===== src/rtl/serial_adder_pkg.sv =====
// Shared definitions for the serial adder: FSM state encodings and the
// step-counter width helper.
package serial_adder_pkg;

  localparam int STATE_W = 2;

  localparam logic [STATE_W-1:0] S_IDLE = 2'd0;
  localparam logic [STATE_W-1:0] S_ADD  = 2'd1;
  localparam logic [STATE_W-1:0] S_DONE = 2'd2;

  // Wide enough to hold the step count N = width/step itself, not just N-1.
  function automatic int cnt_width(input int width, input int step);
    return $clog2(width / step + 1);
  endfunction

endpackage


===== src/rtl/serial_adder_if.sv =====
// Request/result bundle of the serial adder; the requester drives operands
// and start, the adder returns status and the registered result.
interface serial_adder_if #(
  parameter int WIDTH = 8
);
  logic             start;
  logic [WIDTH-1:0] a;
  logic [WIDTH-1:0] b;
  logic             cin;
  logic             sub;
  logic             busy;
  logic             done;
  logic [WIDTH-1:0] sum;
  logic             cout;
  logic             ovf;

  modport master (
    output start, a, b, cin, sub,
    input  busy, done, sum, cout, ovf
  );

  modport slave (
    input  start, a, b, cin, sub,
    output busy, done, sum, cout, ovf
  );
endinterface


===== src/rtl/serial_adder_fa_cell.sv =====
// One-bit full adder, chained STEP deep inside the serial adder.
module fa_cell (
  input  logic a,
  input  logic b,
  input  logic c,
  output logic s,
  output logic co
);
  assign s  = a ^ b ^ c;
  assign co = (a & b) | (a & c) | (b & c);
endmodule


===== src/rtl/serial_adder.sv =====
// Multi-cycle add/subtract unit: STEP bits per clock, LSB first, through a
// full-adder chain; the result is published in one shot at completion.
module serial_adder
  import serial_adder_pkg::*;
#(
  parameter int WIDTH = 8,
  parameter int STEP  = 1
) (
  input logic            clk,
  input logic            rst,
  serial_adder_if.slave  bus
);

  localparam int              N    = WIDTH / STEP;
  localparam int              CW   = cnt_width(WIDTH, STEP);
  localparam logic [CW-1:0]   LAST = CW'(N - 1);

  logic [STATE_W-1:0] state_reg, state_next;
  logic [WIDTH-1:0]   a_reg, b_reg, acc_reg, sum_reg;
  logic               carry_reg, cout_reg, ovf_reg;
  logic [CW-1:0]      cnt_reg;

  logic [STEP:0]      chain_c;
  logic [STEP-1:0]    chain_s;
  logic [WIDTH-1:0]   acc_shift;
  logic               last_step;

  assign chain_c[0] = carry_reg;

  genvar gi;
  generate
    for (gi = 0; gi < STEP; gi++) begin : g_chain
      fa_cell u_fa (
        .a  (a_reg[gi]),
        .b  (b_reg[gi]),
        .c  (chain_c[gi]),
        .s  (chain_s[gi]),
        .co (chain_c[gi+1])
      );
    end

    // New bits enter at the top so that after N steps the LSB lands at bit 0.
    if (STEP < WIDTH) begin : g_acc_shift
      assign acc_shift = {chain_s, acc_reg[WIDTH-1:STEP]};
    end else begin : g_acc_whole
      assign acc_shift = chain_s;
    end
  endgenerate

  assign last_step = (state_reg == S_ADD) && (cnt_reg == LAST);

  always_comb begin
    state_next = state_reg;
    case (state_reg)
      S_IDLE:  if (bus.start) state_next = S_ADD;
      S_ADD:   if (cnt_reg == LAST) state_next = S_DONE;
      S_DONE:  state_next = S_IDLE;
      default: state_next = S_IDLE;
    endcase
  end

  always_ff @(posedge clk or posedge rst) begin
    if (rst) begin
      state_reg <= S_IDLE;
      a_reg     <= '0;
      b_reg     <= '0;
      acc_reg   <= '0;
      carry_reg <= 1'b0;
      cnt_reg   <= '0;
      sum_reg   <= '0;
      cout_reg  <= 1'b0;
      ovf_reg   <= 1'b0;
    end else begin
      state_reg <= state_next;
      case (state_reg)
        S_IDLE: begin
          if (bus.start) begin
            // Subtraction is a + ~b + ~borrow_in.
            a_reg     <= bus.a;
            b_reg     <= bus.sub ? ~bus.b : bus.b;
            carry_reg <= bus.cin ^ bus.sub;
            acc_reg   <= '0;
            cnt_reg   <= '0;
          end
        end
        S_ADD: begin
          a_reg     <= a_reg >> STEP;
          b_reg     <= b_reg >> STEP;
          carry_reg <= chain_c[STEP];
          acc_reg   <= acc_shift;
          cnt_reg   <= cnt_reg + 1'b1;
          if (last_step) begin
            sum_reg  <= acc_shift;
            cout_reg <= chain_c[STEP];
            ovf_reg  <= chain_c[STEP] ^ chain_c[STEP-1];
          end
        end
        default: ;
      endcase
    end
  end

  assign bus.busy = (state_reg == S_ADD);
  assign bus.done = (state_reg == S_DONE);
  assign bus.sum  = sum_reg;
  assign bus.cout = cout_reg;
  assign bus.ovf  = ovf_reg;

endmodule


===== src/flat_wrapper.sv =====
// flat-port wrapper written by rule: the top's interface ports become plain ports
module serial_adder_flat import serial_adder_pkg::*;
#(
  parameter int WIDTH = 8,
  parameter int STEP  = 1
)
  (clk, rst, bus_start, bus_a, bus_b, bus_cin, bus_sub, bus_busy, bus_done, bus_sum, bus_cout, bus_ovf);
  serial_adder_if #(.WIDTH(WIDTH)) bus_i ();
  input logic clk;
  input logic rst;
  input wire logic [$bits(bus_i.start)-1:0] bus_start;
  input wire logic [$bits(bus_i.a)-1:0] bus_a;
  input wire logic [$bits(bus_i.b)-1:0] bus_b;
  input wire logic [$bits(bus_i.cin)-1:0] bus_cin;
  input wire logic [$bits(bus_i.sub)-1:0] bus_sub;
  output wire logic [$bits(bus_i.busy)-1:0] bus_busy;
  output wire logic [$bits(bus_i.done)-1:0] bus_done;
  output wire logic [$bits(bus_i.sum)-1:0] bus_sum;
  output wire logic [$bits(bus_i.cout)-1:0] bus_cout;
  output wire logic [$bits(bus_i.ovf)-1:0] bus_ovf;
  assign bus_i.start = bus_start;
  assign bus_i.a = bus_a;
  assign bus_i.b = bus_b;
  assign bus_i.cin = bus_cin;
  assign bus_i.sub = bus_sub;
  assign bus_busy = bus_i.busy;
  assign bus_done = bus_i.done;
  assign bus_sum = bus_i.sum;
  assign bus_cout = bus_i.cout;
  assign bus_ovf = bus_i.ovf;
  serial_adder #(.WIDTH(WIDTH), .STEP(STEP)) u_core (.clk(clk), .rst(rst), .bus(bus_i));
endmodule

===== config.mk =====
export PLATFORM = sky130hd
export DESIGN_NAME = serial_adder_flat
export DESIGN_NICKNAME = d
export VERILOG_FILES = /design/src/rtl/serial_adder_pkg.sv /design/src/rtl/serial_adder_if.sv /design/src/rtl/serial_adder_fa_cell.sv /design/src/rtl/serial_adder.sv /design/src/flat_wrapper.sv
export SDC_FILE = /design/constraint.sdc
export NUM_CORES = 1
export LEC_CHECK = 0
export CAP_MARGIN = 20
export CORE_ASPECT_RATIO = 1.75
export CORE_MARGIN = 2
export CORE_UTILIZATION = 51
export DETAILED_ROUTE_END_ITERATION = 10
export PLACE_DENSITY = 0.82
export REMOVE_ABC_BUFFERS = 1
export SLEW_MARGIN = 10
export SYNTH_ARGS = -nofsm -noshare
export SYNTH_HDL_FRONTEND = slang
export SYNTH_SLANG_ARGS = --single-unit

===== constraint.sdc =====
create_clock -name clk -period 2.02 [get_ports clk]
set_clock_uncertainty 0.2 [all_clocks]
set_input_delay 0.303 -clock clk [delete_from_list [all_inputs] [get_ports clk]]
set_output_delay 0.303 -clock clk [all_outputs]
set_load 0.02 [all_outputs]

# Word level (Yosys, flattened, before mapping)

Index checks and enable logic that the tools add are counted.

Register bits: 41
Input bits: 21
Output and inout port bits: 12

Add/subtract/negate cells: 1
Equality and inequality tests: 5
Mux-type cells: 14
Bitwise operators: 10
Reduce and logical (&&, ||, !) cells: 6

Operator list:

| kind                                                   | count |
|---|---|
| case mux 8 bit (2 select lines)                        | 3 |
| two-way mux 8 bit                                      | 4 |
| inverter 8 bit                                         | 1 |
| case mux 4 bit (2 select lines)                        | 1 |
| AND reduction 2 bit                                    | 3 |
| adder 4 x 1 -> 4 bit (second input constant)           | 1 |
| == test 4 x 3 -> 1 bit (second input constant)         | 1 |
| two-way mux 2 bit                                      | 2 |
| two-way mux 4 bit                                      | 1 |
| case mux 2 bit (2 select lines)                        | 1 |
| XOR 1 bit                                              | 4 |
| AND 1 bit                                              | 3 |
| == test 2 x 1 -> 1 bit (second input constant)         | 1 |
| == test 2 bit (second input constant)                  | 1 |
| logical NOT 2 bit                                      | 1 |
| inequality test 2 x 1 -> 1 bit (second input constant) | 1 |
| inequality test 2 bit (second input constant)          | 1 |
| bitwise OR 1 bit                                       | 2 |
| case mux 1 bit (2 select lines)                        | 1 |
| nonzero test 2 bit                                     | 1 |
| logical AND 1 bit                                      | 1 |
| two-way mux 1 bit                                      | 1 |

# Longest topological paths before layout

Depth in word-level cells: 4
Gate-level depth with buffers: 5
Mapped depth without buffers: 4

# Hierarchy

Synthesis repeated with hierarchy kept, for this count alone.

Cells, all modules: 143
Area, all modules: 1,762.9 um^2

By module, submodules not included:

| module       | instances | cells an instance | area an instance (um^2) |
|---|---|---|---|
| serial_adder | 1         | 142               | 1,742.9 |
| fa_cell      | 1         | 1                 | 20.0 |

# Worst setup path after synthesis

Ideal clock, no wire load.

Path type: flip-flop to flip-flop
Start point: register u_core.a_reg[0]
End point: register u_core.ovf_reg, in the netlist u_core.bus.ovf
Setup time: 0.125 ns
Arrival time: 1.248 ns
Data required time: 1.695 ns
Path slack: 0.447 ns
Cell stages (with the launch flop): 4
Clock period less this slack: 1.573 ns
Cell sequence: dfrtp_1 fa_1 xor2_1 mux2_4

Word-level cells in the longest chain between the ends: 4

Ends and longest elaborated chain:

| what                                | line                       | RTL |
|---|---|---|
| start: declaration                  | serial_adder.sv:19         | `logic [WIDTH-1:0] a_reg, b_reg, acc_reg, sum_reg;` |
| start signal: assignment            | serial_adder.sv:79         | `a_reg <= bus.a;` |
| start signal: assignment            | serial_adder.sv:87         | `a_reg <= a_reg >> STEP;` |
| AND 1 bit                           | serial_adder_fa_cell.sv:10 | `assign co = (a & b) \| (a & c) \| (b & c);` |
| bitwise OR 1 bit * (2 in series)    | serial_adder_fa_cell.sv:10 |  |
| named net u_core.g_chain[0].u_fa.co | serial_adder_fa_cell.sv:7  | `output logic co` |
| XOR 1 bit *                         | serial_adder.sv:95         | `ovf_reg <= chain_c[STEP] ^ chain_c[STEP-1];` |
| end signal: assignment              | serial_adder.sv:95         |  |
| end: declaration                    | serial_adder.sv:20         | `logic carry_reg, cout_reg, ovf_reg;` |

Mark *: on every way through the listed nets, which the timed path passes. The rest lies on a longest branch.
A chain may end at the register's enable or synchronous reset.

# Worst setup path in the final report

Start point: register u_core.state_reg[1]
End point: output bus_busy

Word-level cells in the longest chain between the ends: 1

Ends and longest elaborated chain:

| what                     | line                | RTL |
|---|---|---|
| start: declaration       | serial_adder.sv:18  | `logic [STATE_W-1:0] state_reg, state_next;` |
| start signal: assignment | serial_adder.sv:74  | `state_reg <= state_next;` |
| == test 2 x 1 -> 1 bit   | serial_adder.sv:103 | `assign bus.busy = (state_reg == S_ADD);` |
| end: declaration         | flat_wrapper.sv:16  | `output wire logic [$bits(bus_i.busy)-1:0] bus_busy;` |

No other way between the ends.

==> flow_metrics.py <==
metrics = {
    "status": {
        "status": "complete, no violations",
    },
    "pwr": {
        "flop_pwr_share_pct": 41.2,
        "p_leak_nw": 1.047,
        "netSwitchingPower_mw": 1.186,
        "share_clk_of_total_power_pct": 16.1,
        "vdd_ir_drop_max_uv": 963.7,
        "power_frac_comb_pct": 42.7,
        "p_int_mw": 2.168,
        "power.share.switching_pct": 35.37,
        "power_per_cell_area_nw_per_um2": 1470,
    },
    "cts": {
        "clock_latency_ns": 0.29,
        "clk_pin_slew_worst_paths_ns": 0.07,
        "cts_buffer_depth": 2,
        "clock_tree_from_tritoncts": "yes",
        "ctsRootBufferMaster": "sky130_fd_sc_hd__clkbuf_8",
        "cts_sink_count": 40,
        "cts_setup_buffers": 0,
        "hold_buffers": 0,
        "clock_tree.htree_level_count": 2,
        "total_of_cells_resized_after_clock_tree_synthesis": 2,
        "cts_buffers": 5,
    },
    "logic_synthesis": {
        "synth_top_area_share_pct": 54.91,
        "ys_seq_area_share_pct": 54.91,
        "ys_ff_latch": 40,
        "largest_cells_by_area_after_synthesis": "sky130_fd_sc_hd__dfrtp_1 (55%), sky130_fd_sc_hd__mux2_4 (7.4%), sky130_fd_sc_hd__xor2_1 (4.8%), sky130_fd_sc_hd__a22o_1 (4.3%), sky130_fd_sc_hd__mux2i_1 (3.8%)",
        "synthCells": 145,
        "synth.yosys.warnings": 0,
        "post_synth_instance_area_sq_um": 1823,
        "avgSynthCellArea_sq_um": 12.57,
        "synth_cell_types": 30,
        "synthDominantAreaCellType": "sky130_fd_sc_hd__dfrtp_1",
    },
    "grt": {
        "grt_use_total_pct": 18.42,
        "grt_max_degree": 41,
        "grt_remaining_overflow": 0,
        "via_count_of_the_first_global_routing_pass": 1265,
        "antenna_found_initial": 0,
        "grt_pass1_wl_microns": 5782,
    },
    "drt": {
        "wirelength_microns": 3426,
        "drcViolationCount": 0,
        "vias": 1245,
        "dr.pass1.iters": 6,
        "antenna_left": 0,
        "drt-vias-per-instance": 5.485,
        "detailedRoute.firstIterationViolations": 29,
        "drt-wirelength-per-cell_microns": 15.09,
    },
    "sta": {
        "finalHoldViolCount": 0,
        "timing.max_slew.rel_slack_pct": 67.30,
        "report.final.slew_viol_count": 0,
        "layout_min_cycle_time_ns": 1.845,
        "worst_slack_ns": 0.1754,
        "timing_limited_maximum_frequency_mhz": 542.1,
        "tightest_slew_ns": 0.4905,
        "finalCritPeriodShare_pct": 91.32,
        "setup_total_negative_slack_ns": 0,
        "rsz0062_at_grt": "no",
        "final-setup-viol-count": 0,
    },
    "critical_path": {
        "critical_path_capture_point_type": "primary output",
        "timing.critical_path.max_delay_family": "flip-flops",
        "critPathMaxFanout": 5,
        "cpPeakStageDelay_ns": 0.44,
        "crit_required_ns": 1.52,
        "setup.reg_to_reg.worst_slack_ns": 0.25,
        "critical_path_cell_by_cell": "and2b_1 > dlygate4sd2_1",
        "crit_path_top_delay_cell": "sky130_fd_sc_hd__dfrtp_1",
        "path_class": "reg2out",
        "critPathBufInv": 1,
        "worstSetupStartpointType": "register",
        "worstPathArrival_ns": 1.34,
    },
    "floorplan": {
        "core_region_area_sq_um": 3398,
        "die_h_microns": 83.09,
        "die-width_microns": 49.20,
        "boundaryPins": 33,
        "core.rowCount": 28,
        "dieArea_sq_um": 4088,
        "floorplan.initialDensity_pct": 53.65,
    },
    "layout": {
        "layout.nets": 204,
        "drive_above_1_share_pct": 16.48,
        "area_delta_synth_final_pct": 25.19,
        "mostFrequentLayoutCells": "sky130_fd_sc_hd__dfrtp_1 (40), sky130_fd_sc_hd__clkdlybuf4s50_1 (30), sky130_fd_sc_hd__nand2_1 (16), sky130_fd_sc_hd__xor2_1 (10), sky130_fd_sc_hd__o21ai_0 (10)",
        "antenna-diode-count": 0,
        "final_common_cell": "sky130_fd_sc_hd__dfrtp_1",
    },
    "placed_design": {
        "hpwl_microns": 2420,
        "place_congestion": 0.7942,
        "portBuffers": 32,
        "pre_cts_slack_ns": 0.2029,
    },
    "hold_path": {
        "worst_hold_path_type": "in2async",
    },
    "flow_run": {
        "cap_viol_max_count": 0,
    },
}
routing by layer:
metal  track usage (%)  vias up  wire (microns)
li1                  -      582               -
met1             21.05      626            1303
met2             32.19       33            1930
met3             5.396        4             155
met4             5.974        0              36
met5                 0        -               0
worst register-to-register path, stage by stage (launching register included):
cell,delay [ns]
sky130_fd_sc_hd__dfrtp_1,0.41
sky130_fd_sc_hd__ha_1,0.22
sky130_fd_sc_hd__nand4b_2,0.15
sky130_fd_sc_hd__nor2_4,0.13
sky130_fd_sc_hd__buf_4,0.22
sky130_fd_sc_hd__mux2_4,0.32
worst paths after layout:
check                                    end           startpoint  cells after the start
setup reg to reg           u_core.bus.sum[0]    u_core.cnt_reg[1]                      5
max in group asynchronous  u_core.acc_reg[4]                  rst                      3
min in group clk             u_core.b_reg[1]      u_core.b_reg[1]                      2
hold / removal               u_core.a_reg[5]                  rst                      3
hold reg to reg              u_core.b_reg[1]      u_core.b_reg[1]                      2
setup / recovery                    bus_busy  u_core.state_reg[1]                      2
logic make-up (layout without fill, tap and decap cells):
logic type	Yosys count	in the layout	synth area share [%]
and+or+nand+nor	25	25	6.863
buffers and inverters	13	50	4.598
DFF	40	40	54.91
AOI/OAI and AO/OA	36	36	13.93
muxes	19	19	13.11
adders and majority gates	2	2	1.784
xor gates and xnor gates	10	10	4.804
layout make-up:
type	instances	area [sq um]
clock inverters	2	10.01
fillers	260	1116
repair buffers	39	382.9
well taps	45	56.30
clock buffers	6	82.58
multi-input cells	92	738.2
inverters	3	11.26
flip-flops and latches	40	1001
per-stage QoR:
step           instance area, sq um  instances  util [%]  hold WS, ns  total power, mW
3_5_place_dp                   2192        219     64.51       0.2774            2.849
2_1_floorplan                  1750        135         -       0.2496            2.284
3_3_place_gp                   2192        219     64.51       0.2625            2.775
5_1_grt                        2282        227     67.16       0.3038            3.576
4_1_cts                        2282        227     67.16       0.2433            3.393
6_report                       2282        227     67.16       0.2357            3.354
power by group through the flow:
stage / Sequential [mW] / Clock (mW) / Combinational, mW
after floorplan: 1.44 / 0 / 0.841
after global placement: 1.38 / 0 / 1.40
after detailed placement: 1.40 / 0 / 1.45
after CTS: 1.38 / 0.557 / 1.45
after global routing: 1.42 / 0.585 / 1.57
final: 1.38 / 0.540 / 1.43
Yosys cell counts, drive strengths merged:
cell type and instances:
nand2 16, xor2 10, a32oi 1, fa 1, nor2b 2, a32o 2
nand4 1, buf 9, nor2 3, clkbuf 1, a22oi 7, dfrtp 40
o21bai 1, inv 3, mux2 12, a211oi 1, mux2i 7, and2b 1
nand4b 1, a21oi 1, o21ai 14, nand3 1, ha 1, a22o 9
Power figures use the tool's default switching activity.
